--- src/rtl/simon_pkg.sv ---
// Shared Simon definitions: segment codes, the code<->LED mapping used by both player and input checker, player states.
package simon_pkg;

    localparam int SEQ_MAX = 33;
    localparam int IDX_W   = 6;
    localparam int LED_W   = 4;

    typedef logic [1:0] seg_code_t;

    typedef enum logic [1:0] {
        IDLE,
        ON,
        OFF,
        DONE
    } player_state_t;

    // One-hot LED n lights for code n; onehot_to_code is its exact inverse.
    function automatic logic [LED_W-1:0] code_to_onehot(input seg_code_t code);
        return LED_W'(1) << code;
    endfunction

    function automatic seg_code_t onehot_to_code(input logic [LED_W-1:0] led);
        seg_code_t code;
        case (led)
            4'b0010: code = 2'd1;
            4'b0100: code = 2'd2;
            4'b1000: code = 2'd3;
            default: code = 2'd0;
        endcase
        return code;
    endfunction

endpackage

--- src/rtl/sequence_player_if.sv ---
// Game-FSM <-> sequence player bundle; the player sits on the slave modport.
interface sequence_player_if;

    logic                                           start;
    logic                                           abort;
    logic [simon_pkg::IDX_W-1:0]                    round_len;
    simon_pkg::seg_code_t [simon_pkg::SEQ_MAX-1:0]  segment;
    logic [simon_pkg::LED_W-1:0]                    led;
    logic                                           busy;
    logic [simon_pkg::IDX_W-1:0]                    play_index;
    logic                                           done;

    modport master (
        output start, abort, round_len, segment,
        input  led, busy, play_index, done
    );

    modport slave (
        input  start, abort, round_len, segment,
        output led, busy, play_index, done
    );

endinterface

--- src/rtl/sequence_player_phase_timer.sv ---
// Loadable down-counter for the ON/OFF phases; load wins over decrement, count parks at zero.
// Latency: expired reflects the registered count, no backpressure.
module phase_timer #(
    parameter int CNT_W = 25
) (
    input  logic             clk,
    input  logic             rst_n,
    input  logic             i_load,
    input  logic [CNT_W-1:0] i_load_val,
    input  logic             i_dec,
    output logic             o_expired
);

    logic [CNT_W-1:0] r_count;

    always_ff @(posedge clk or negedge rst_n) begin
        if (!rst_n) begin
            r_count <= '0;
        end else if (i_load) begin
            r_count <= i_load_val;
        end else if (i_dec && (r_count != '0)) begin
            r_count <= r_count - 1'b1;
        end
    end

    assign o_expired = (r_count == '0);

endmodule

--- src/rtl/sequence_player.sv ---
// Plays a snapshotted Simon sequence as one-hot LED flashes with dark gaps; done pulses after the last gap.
// Latency: LED valid one cycle after start; no backpressure, abort stops playback on the next edge.
module sequence_player
    import simon_pkg::*;
#(
    parameter int ON_CYCLES  = 25_000_000,
    parameter int OFF_CYCLES = 12_500_000,
    parameter int CNT_W      = 25
) (
    input  logic              clk,
    input  logic              rst_n,
    sequence_player_if.slave  sp
);

    localparam logic [CNT_W-1:0] ON_LOAD  = CNT_W'(ON_CYCLES - 1);
    localparam logic [CNT_W-1:0] OFF_LOAD = CNT_W'(OFF_CYCLES - 1);

    player_state_t                r_state;
    logic [LED_W-1:0]             r_led;
    logic                         r_busy;
    logic                         r_done;
    logic [IDX_W-1:0]             r_play_index;
    logic [IDX_W-1:0]             r_len;
    seg_code_t [SEQ_MAX-1:0]      r_snap;

    logic [IDX_W-1:0]             w_len_clamped;
    logic [IDX_W-1:0]             w_next_idx;
    logic                         w_last;
    logic                         w_accept;
    logic                         w_tmr_load;
    logic [CNT_W-1:0]             w_tmr_val;
    logic                         w_tmr_dec;
    logic                         w_tmr_expired;

    assign w_len_clamped = (sp.round_len > IDX_W'(SEQ_MAX)) ? IDX_W'(SEQ_MAX) : sp.round_len;
    assign w_next_idx    = r_play_index + 1'b1;
    assign w_last        = (r_play_index == (r_len - 1'b1));
    assign w_accept      = (r_state == IDLE) && sp.start && !sp.abort;
    assign w_tmr_dec     = (r_state == ON) || (r_state == OFF);

    // Reload points mirror the FSM transitions below; abort parks the timer at zero.
    always_comb begin
        w_tmr_load = 1'b0;
        w_tmr_val  = '0;
        if (r_state == IDLE) begin
            if (w_accept && (w_len_clamped != '0)) begin
                w_tmr_load = 1'b1;
                w_tmr_val  = ON_LOAD;
            end
        end else if (sp.abort) begin
            w_tmr_load = 1'b1;
        end else if ((r_state == ON) && w_tmr_expired) begin
            w_tmr_load = 1'b1;
            w_tmr_val  = OFF_LOAD;
        end else if ((r_state == OFF) && w_tmr_expired && !w_last) begin
            w_tmr_load = 1'b1;
            w_tmr_val  = ON_LOAD;
        end
    end

    phase_timer #(
        .CNT_W (CNT_W)
    ) u_phase_timer (
        .clk        (clk),
        .rst_n      (rst_n),
        .i_load     (w_tmr_load),
        .i_load_val (w_tmr_val),
        .i_dec      (w_tmr_dec),
        .o_expired  (w_tmr_expired)
    );

    always_ff @(posedge clk or negedge rst_n) begin
        if (!rst_n) begin
            r_state      <= IDLE;
            r_led        <= '0;
            r_busy       <= 1'b0;
            r_done       <= 1'b0;
            r_play_index <= '0;
            r_len        <= '0;
            r_snap       <= '0;
        end else if ((r_state != IDLE) && sp.abort) begin
            r_state <= IDLE;
            r_led   <= '0;
            r_busy  <= 1'b0;
            r_done  <= 1'b0;
        end else begin
            case (r_state)
                IDLE: begin
                    r_done <= 1'b0;
                    if (w_accept) begin
                        r_snap       <= sp.segment;
                        r_len        <= w_len_clamped;
                        r_play_index <= '0;
                        if (w_len_clamped == '0) begin
                            r_state <= DONE;
                            r_done  <= 1'b1;
                        end else begin
                            r_state <= ON;
                            r_led   <= code_to_onehot(sp.segment[0]);
                            r_busy  <= 1'b1;
                        end
                    end
                end
                ON: begin
                    if (w_tmr_expired) begin
                        r_state <= OFF;
                        r_led   <= '0;
                    end
                end
                OFF: begin
                    if (w_tmr_expired) begin
                        if (w_last) begin
                            r_state <= DONE;
                            r_busy  <= 1'b0;
                            r_done  <= 1'b1;
                        end else begin
                            r_state      <= ON;
                            r_play_index <= w_next_idx;
                            r_led        <= code_to_onehot(r_snap[w_next_idx]);
                        end
                    end
                end
                DONE: begin
                    r_state <= IDLE;
                    r_done  <= 1'b0;
                end
                default: r_state <= IDLE;
            endcase
        end
    end

    assign sp.led        = r_led;
    assign sp.busy       = r_busy;
    assign sp.done       = r_done;
    assign sp.play_index = r_play_index;

endmodule

--- src/flat_wrapper.sv ---
// flat-port wrapper written by rule: the top's interface ports become plain ports
module sequence_player_flat import simon_pkg::*;
#(
    parameter int ON_CYCLES  = 25_000_000,
    parameter int OFF_CYCLES = 12_500_000,
    parameter int CNT_W      = 25
)
  (clk, rst_n, sp_start, sp_abort, sp_round_len, sp_segment, sp_led, sp_busy, sp_play_index, sp_done);
  sequence_player_if sp_i ();
  input  logic clk;
  input  logic rst_n;
  input wire logic [$bits(sp_i.start)-1:0] sp_start;
  input wire logic [$bits(sp_i.abort)-1:0] sp_abort;
  input wire logic [$bits(sp_i.round_len)-1:0] sp_round_len;
  input wire logic [$bits(sp_i.segment)-1:0] sp_segment;
  output wire logic [$bits(sp_i.led)-1:0] sp_led;
  output wire logic [$bits(sp_i.busy)-1:0] sp_busy;
  output wire logic [$bits(sp_i.play_index)-1:0] sp_play_index;
  output wire logic [$bits(sp_i.done)-1:0] sp_done;
  assign sp_i.start = sp_start;
  assign sp_i.abort = sp_abort;
  assign sp_i.round_len = sp_round_len;
  assign sp_i.segment = sp_segment;
  assign sp_led = sp_i.led;
  assign sp_busy = sp_i.busy;
  assign sp_play_index = sp_i.play_index;
  assign sp_done = sp_i.done;
  sequence_player #(.ON_CYCLES(ON_CYCLES), .OFF_CYCLES(OFF_CYCLES), .CNT_W(CNT_W)) u_core (.clk(clk), .rst_n(rst_n), .sp(sp_i));
endmodule
--- config.mk ---
export PLATFORM = sky130hd
export DESIGN_NAME = sequence_player_flat
export DESIGN_NICKNAME = d
export VERILOG_FILES = /design/src/rtl/simon_pkg.sv /design/src/rtl/sequence_player_if.sv /design/src/rtl/sequence_player_phase_timer.sv /design/src/rtl/sequence_player.sv /design/src/flat_wrapper.sv
export SDC_FILE = /design/constraint.sdc
export NUM_CORES = 1
export LEC_CHECK = 0
export CAP_MARGIN = 0
export CORE_ASPECT_RATIO = 0.75
export CORE_UTILIZATION = 50
export CTS_CLUSTER_DIAMETER = 50
export DETAILED_ROUTE_END_ITERATION = 8
export PLACE_DENSITY_LB_ADDON = 0.25
export SYNTH_ARGS = -nofsm -noshare
export SYNTH_HDL_FRONTEND = slang
export SYNTH_SLANG_ARGS = --single-unit
--- constraint.sdc ---
create_clock -name clk -period 2.5 [get_ports clk]
set_input_delay 0.5 -clock clk [delete_from_list [all_inputs] [get_ports clk]]
set_output_delay 0.5 -clock clk [all_outputs]
set_load 0.02 [all_outputs]
* After elaboration in Yosys (flattened, before gate mapping)
Cells that the tools add are included.
Cells by class: add/sub/neg operators 3, $lt $le $gt $ge 2, equal/unequal tests 13, shift operators 2, mux-type cells 45, bitwise operators 1, reduce and logical (&&, ||, !) cells 28
Operators by type and width (count):
- $mux W25 | 7
- $logic_not A25 Y1 | 1
- $reduce_bool A25 Y1 | 1
- $sub A25 B1 Y25 const B | 1
- $mux W4 | 6
- $mux W6 | 4
- $mux W1 | 15
- $mux W2 | 7
- $bmux W2 S6 | 1
- $ne A3 B2 Y1 const B | 4
- $pmux W4 S3 | 1
- $pmux W6 S2 | 1
- $reduce_and A5 Y1 | 2
- $reduce_and A3 Y1 | 3
- $logic_and A1 B1 Y1 | 8
- $pmux W2 S4 | 1
- $reduce_bool A4 Y1 | 2
- $shl A1 B2 Y4 const A | 2
- $lt A6 B7 Y1 const B | 1
- $add A6 B1 Y6 const B | 1
- $eq A6 B6 Y1 | 1
- $gt A6 B6 Y1 const B | 1
- $logic_not A6 Y1 | 1
- $ne A3 B3 Y1 const B | 2
- 15 further kinds | 20
Word-level totals: flip-flop bits (word level) 111, bits of input ports 76, output and inout port bits 12

* Logic depth before layout (Yosys ltp)
depth after elaboration 9, depth in mapped cells 10

* By module
From an unflattened synthesis, not the netlist that was laid out.
Second synthesis, totals: cell total of the unflattened synthesis 534, area total of the unflattened synthesis 6237.2 um2
By module, submodules not included:
- sequence_player | instances 1, cells an instance 372, area each 4682.0 um2, seq. area each 2152.1 um2
- phase_timer | instances 1, cells an instance 162, area each 1555.2 um2, seq. area each 625.6 um2

* Worst setup path before layout
No wires, ideal clock.
path type register to register, start point register u_core.r_state[1], end point register u_core.r_snap[27] (netlist name), arrival 2.231 ns, slack 0.144 ns, cell stages (with the launch flop) 9, clock period less this slack 2.356 ns, cells stage by stage dfrtp_1 inv_1 ha_1 clkbuf_1 and3_1 nand2_1 buf_1 buf_1 mux2_2
Between the ends: cells in the longest elaborated chain, start to end 4, elaborated cells on any way between the ends 7, those cells by class bitwise: 1; reduce/logical: 6
RTL lines:
- start: declaration | line sequence_player.sv:18 | player_state_t r_state;
- start signal: assignment | line sequence_player.sv:74 | r_state <= IDLE;
- start signal: assignment | line sequence_player.sv:82 | r_state <= IDLE;
- start signal: assignment | line sequence_player.sv:95 | r_state <= DONE;
- $logic_not A2 Y1 or $reduce_bool A2 Y1 (tied branches) | line sequence_player.sv:38, sequence_player.sv:87, sequence_player.sv:81
- $logic_and A1 B1 Y1 (on tied branches) | line sequence_player.sv:38, sequence_player.sv:81
- $logic_and A1 B1 Y1 or $not A1 Y1 (tied branches)
- $reduce_and A3 Y1 (no line) *
- end signal: assignment | line sequence_player.sv:91 | r_snap <= sp.segment;
- end: declaration | line sequence_player.sv:24 | seg_code_t [SEQ_MAX-1:0] r_snap;
Every way passes the cells marked *; elsewhere a longest branch is shown, timed or not. A chain may end at the register's enable or synchronous reset.

* Worst setup path after layout
start point input port sp_round_len[1], end point register u_core.u_phase_timer.r_count[18]
Between the ends: cells in the longest elaborated chain, start to end 7, elaborated cells on any way between the ends 10, those cells by class order compare: 1; mux: 6; reduce/logical: 3
RTL lines:
- start: declaration | line flat_wrapper.sv:14 | input wire logic [$bits(sp_i.round_len)-1:0] sp_round_len;
- $gt A6 B6 Y1 | line sequence_player.sv:35 | assign w_len_clamped = (sp.round_len > IDX_W'(SEQ_MAX)) ? IDX_W'(SEQ_MAX) : sp.round_len;
- $mux W6 * | line sequence_player.sv:35
- $reduce_bool A6 Y1 * | line sequence_player.sv:46 | if (w_accept && (w_len_clamped != '0)) begin
- $logic_and A1 B1 Y1 * | line sequence_player.sv:46
- $mux W25 or $mux W1 (tied branches) | line sequence_player.sv:46
- $mux W25 or $mux W1 (tied branches) | line sequence_player.sv:45 | if (r_state == IDLE) begin
- $mux W25 or $reduce_bool A2 Y1 (tied branches)
- end signal: assignment | line sequence_player_phase_timer.sv:20 | r_count <= i_load_val;
- end signal: assignment | line sequence_player_phase_timer.sv:22 | r_count <= r_count - 1'b1;
- end: declaration | line sequence_player_phase_timer.sv:14 | logic [CNT_W-1:0] r_count;
Marked as above.

==> reports/results.txt <==
met2 wire len - 7250 um
Fin. Hold Viols - 0
fin. max-slew vios - 0
Pre-Repair DR Iteration Count - 6
synthesis-to-finish area growth - 31.0%
row count - 34
share of cells above drive strength 1 - 0.286
CTS Sinks - 111
Post-Syn Area per Cell - 11.2 um^2
CP Max Fanout - 6
Post-Synthesis Cells - 552
Worst setup EP type - register
Total GRT Usage - 0.265
final setup fails - 0
WP data required - 2.75 ns
Routed Antenna Nets - 0
routability cong. - 0.936
WHS - 0.144 ns
final WL - 16100 um
vias in the first global route - 5115
die width - 130 um
antenna violations before repair - 0
maxcap violations - 0
Worst-path clk slew - 0.08 ns
uppermost layer routed - met4
Worst Tran Pin Value - 0.611 ns
Clock Skew - 0.0107 ns
Syn Nets - 637
Diodes inserted - 0
pwr dens - 1150 nW/um^2
cells on worst reg2reg path - 11
fin crit share - 0.975
H-tree depth - 3
Startpoint Class - input port
Max Fclk - 410 MHz
Crit Path Category - input port to register
delay-heaviest family, CP - simple AND/OR/NAND/NOR gates
worst skew pair latency - 0.36 ns
worst-path cell chain - clkdlybuf4s50_1 > or4_4 > nor3_4 > nor2_2 > a311oi_2 > nand2_2 > buf_6 > o22a_1 > o22a_1
CTS Buffer Depth - 2
Starting Density - 0.522
CTS tree - yes
Reg-to-Reg Start - u_core.u_phase_timer.r_count[1]
Root Buffer - clkbuf_16
register bit count reported by yosys - 111
worst path buffer plus inverter count - 2
EDFF count, synth - 0
Post-route DRC - 0
min Tclk post-route - 2.44 ns
met1 WL - 7490 um
WL per Instance - 18.7 um
largest net degree at the start of global routing - 46
count of input and output buffers - 87
Die Area - 12800 um^2
Critical Path AT - 2.68 ns
fill count - 863
max_slew headroom - 0.593
Setup TNS - 0 ns
Slowest-stage cell, CP - or4_4
met3 WL - 1100 um
GRT overflow - 0
number of CTS-inserted buffers - 9
Critical Path Max Stage Delay - 0.45 ns
vias per cell - 5.93
DR iter-0 viols - 389
count of cell types in the netlist - 64
register-to-register path setup slack - 0.08 ns
Yosys warning count - 0
maximum vdd drop - 0.523 mV
Lkg Pwr - 3.55 nW
status - completed
first-pass GRT wire length - 26000 um
core area - 11800 um^2
post-DP HPWL - 12100 um
vias - 5104
Worst Hold Class - input port to asynchronous set/reset pin
Mapped Area - 6180 um^2
nets@finish - 779
Top cell by count, worst path - o22a_1
r2r endpoint - u_core.u_phase_timer.r_count[18]
I/O pin count - 88
Post-synth ARST share - 1.00
ys flop type - dfrtp_1
Seq/Total Area, Yosys - 0.450
Die Ht - 98.3 um
## metal layers
metal  vias up  track usage
met2       220        0.404
met1      2513        0.375
li1       2345            -
met4         0       0.0592
met3        26       0.0767
met5         -            0
## cells in the mapped netlist (12+ instances only)
cell | instances | area (um^2)
dfrtp_1 | 111 | 2780
mux2_2 | 69 | 777
nor2_1 | 30 | 113
inv_1 | 29 | 109
nand2_1 | 26 | 97.6
mux4_2 | 16 | 360
o22ai_1 | 15 | 93.8
a31oi_1 | 14 | 87.6
nand3_1 | 14 | 70.1
nor3_1 | 14 | 70.1
a21oi_1 | 13 | 65.1
a2bb2oi_1 | 13 | 114
nand2b_1 | 13 | 81.3
clkbuf_1 | 12 | 45.0
## sequential cells by signal, summed over array words and instances (netlist names)
register,cells
u_core.sp.done,1
u_core.u_phase_timer.r_count,25
u_core.r_len,6
u_core.r_snap,66
u_core.sp.play_index,6
u_core.sp.led,4
u_core.r_state,2
u_core.sp.busy,1
## power by group
group | total [W] | internal, W | leakage [nW] | switching, W
Clock | 0.00150 | 0.000727 | 0.152 | 0.000770
Sequential | 0.00308 | 0.00256 | 1.42 | 0.000524
Combinational | 0.00474 | 0.00237 | 1.98 | 0.00238
Total | 0.00932 | 0.00565 | 3.55 | 0.00367
## placed cells by master, fill, tap and decap left out, types with 5 or more instances in the layout
| cell | Yosys | final |
|---|---|---|
| dfrtp_1 | 111 | 111 |
| clkdlybuf4s50_1 | 0 | 83 |
| buf_4 | 3 | 70 |
| mux2_2 | 69 | 69 |
| nor2_1 | 30 | 29 |
| inv_1 | 29 | 28 |
| nand2_1 | 26 | 24 |
| mux4_2 | 16 | 16 |
| nand3_1 | 14 | 14 |
| a31oi_1 | 14 | 14 |
| o22ai_1 | 15 | 14 |
| nor3_1 | 14 | 13 |
| a21oi_1 | 13 | 13 |
| a2bb2oi_1 | 13 | 13 |
| nand2b_1 | 13 | 12 |
| o21ai_1 | 11 | 11 |
| o21ai_0 | 10 | 9 |
| clkbuf_16 | 0 | 9 |
| ha_1 | 9 | 8 |
| nor4_1 | 7 | 7 |
| xor2_1 | 7 | 7 |
| xnor2_1 | 6 | 6 |
| o21a_1 | 6 | 6 |
| mux2i_1 | 6 | 6 |
| o22a_1 | 6 | 6 |
| o31ai_1 | 5 | 5 |
| buf_12 | 0 | 5 |
## through the flow
step                 util  setup WS [ns]  total power, W  instance area, um^2  std cells
finish              0.684         0.0636         0.00932                 8090        861
global route        0.684        -0.0420         0.00988                 8090        861
CTS                 0.677         0.0163         0.00916                 8010        855
detailed placement  0.649         -0.481         0.00764                 7670        838
global placement    0.649         -0.387         0.00741                 7670        838
floorplan               -          0.144         0.00599                 6180        552
## worst max path at each step
stage	start	to	slack [ns]	depth (start not counted)
after CTS	sp_round_len[1]	u_core.u_phase_timer.r_count[18]	0.02	9
after global placement	sp_round_len[1]	u_core.u_phase_timer.r_count[16]	-0.39	8
final	sp_round_len[1]	u_core.u_phase_timer.r_count[18]	0.06	9
after detailed placement	sp_round_len[1]	u_core.u_phase_timer.r_count[13]	-0.48	9
after global routing	u_core.r_len[0]	u_core.sp.play_index[4]	-0.04	10
after floorplan	u_core.r_state[1]	u_core.r_snap[27]	0.14	8
## cells by family after synthesis
group / synth area share
AO/OA/AOI/OAI: 0.145
XOR/XNOR: 0.0184
adder cells (fa/ha/maj): 0.0182
buffers and inverters: 0.0411
flip-flops: 0.450
multiplexers: 0.198
AND/OR/NAND/NOR: 0.130
## cell type report
cell class / count / area, um^2 / area share
Clock buffer: 9 / 225 / 0.0278
Tap cell: 162 / 203 / 0.0251
Inverter: 29 / 109 / 0.0135
Multi-Input combinational cell: 381 / 3200 / 0.395
Sequential cell: 111 / 2780 / 0.343
Timing Repair Buffer: 162 / 1490 / 0.185
Clock inverter: 7 / 86.3 / 0.0107
## repair_timing
item	in CTS	in global routing
hold buffers	0	0
setup buffers	1	6
endpoints found under the setup margin	21	25
pin swaps	5	5
resized for setup	9	11
Power figures use the tool's default switching activity.
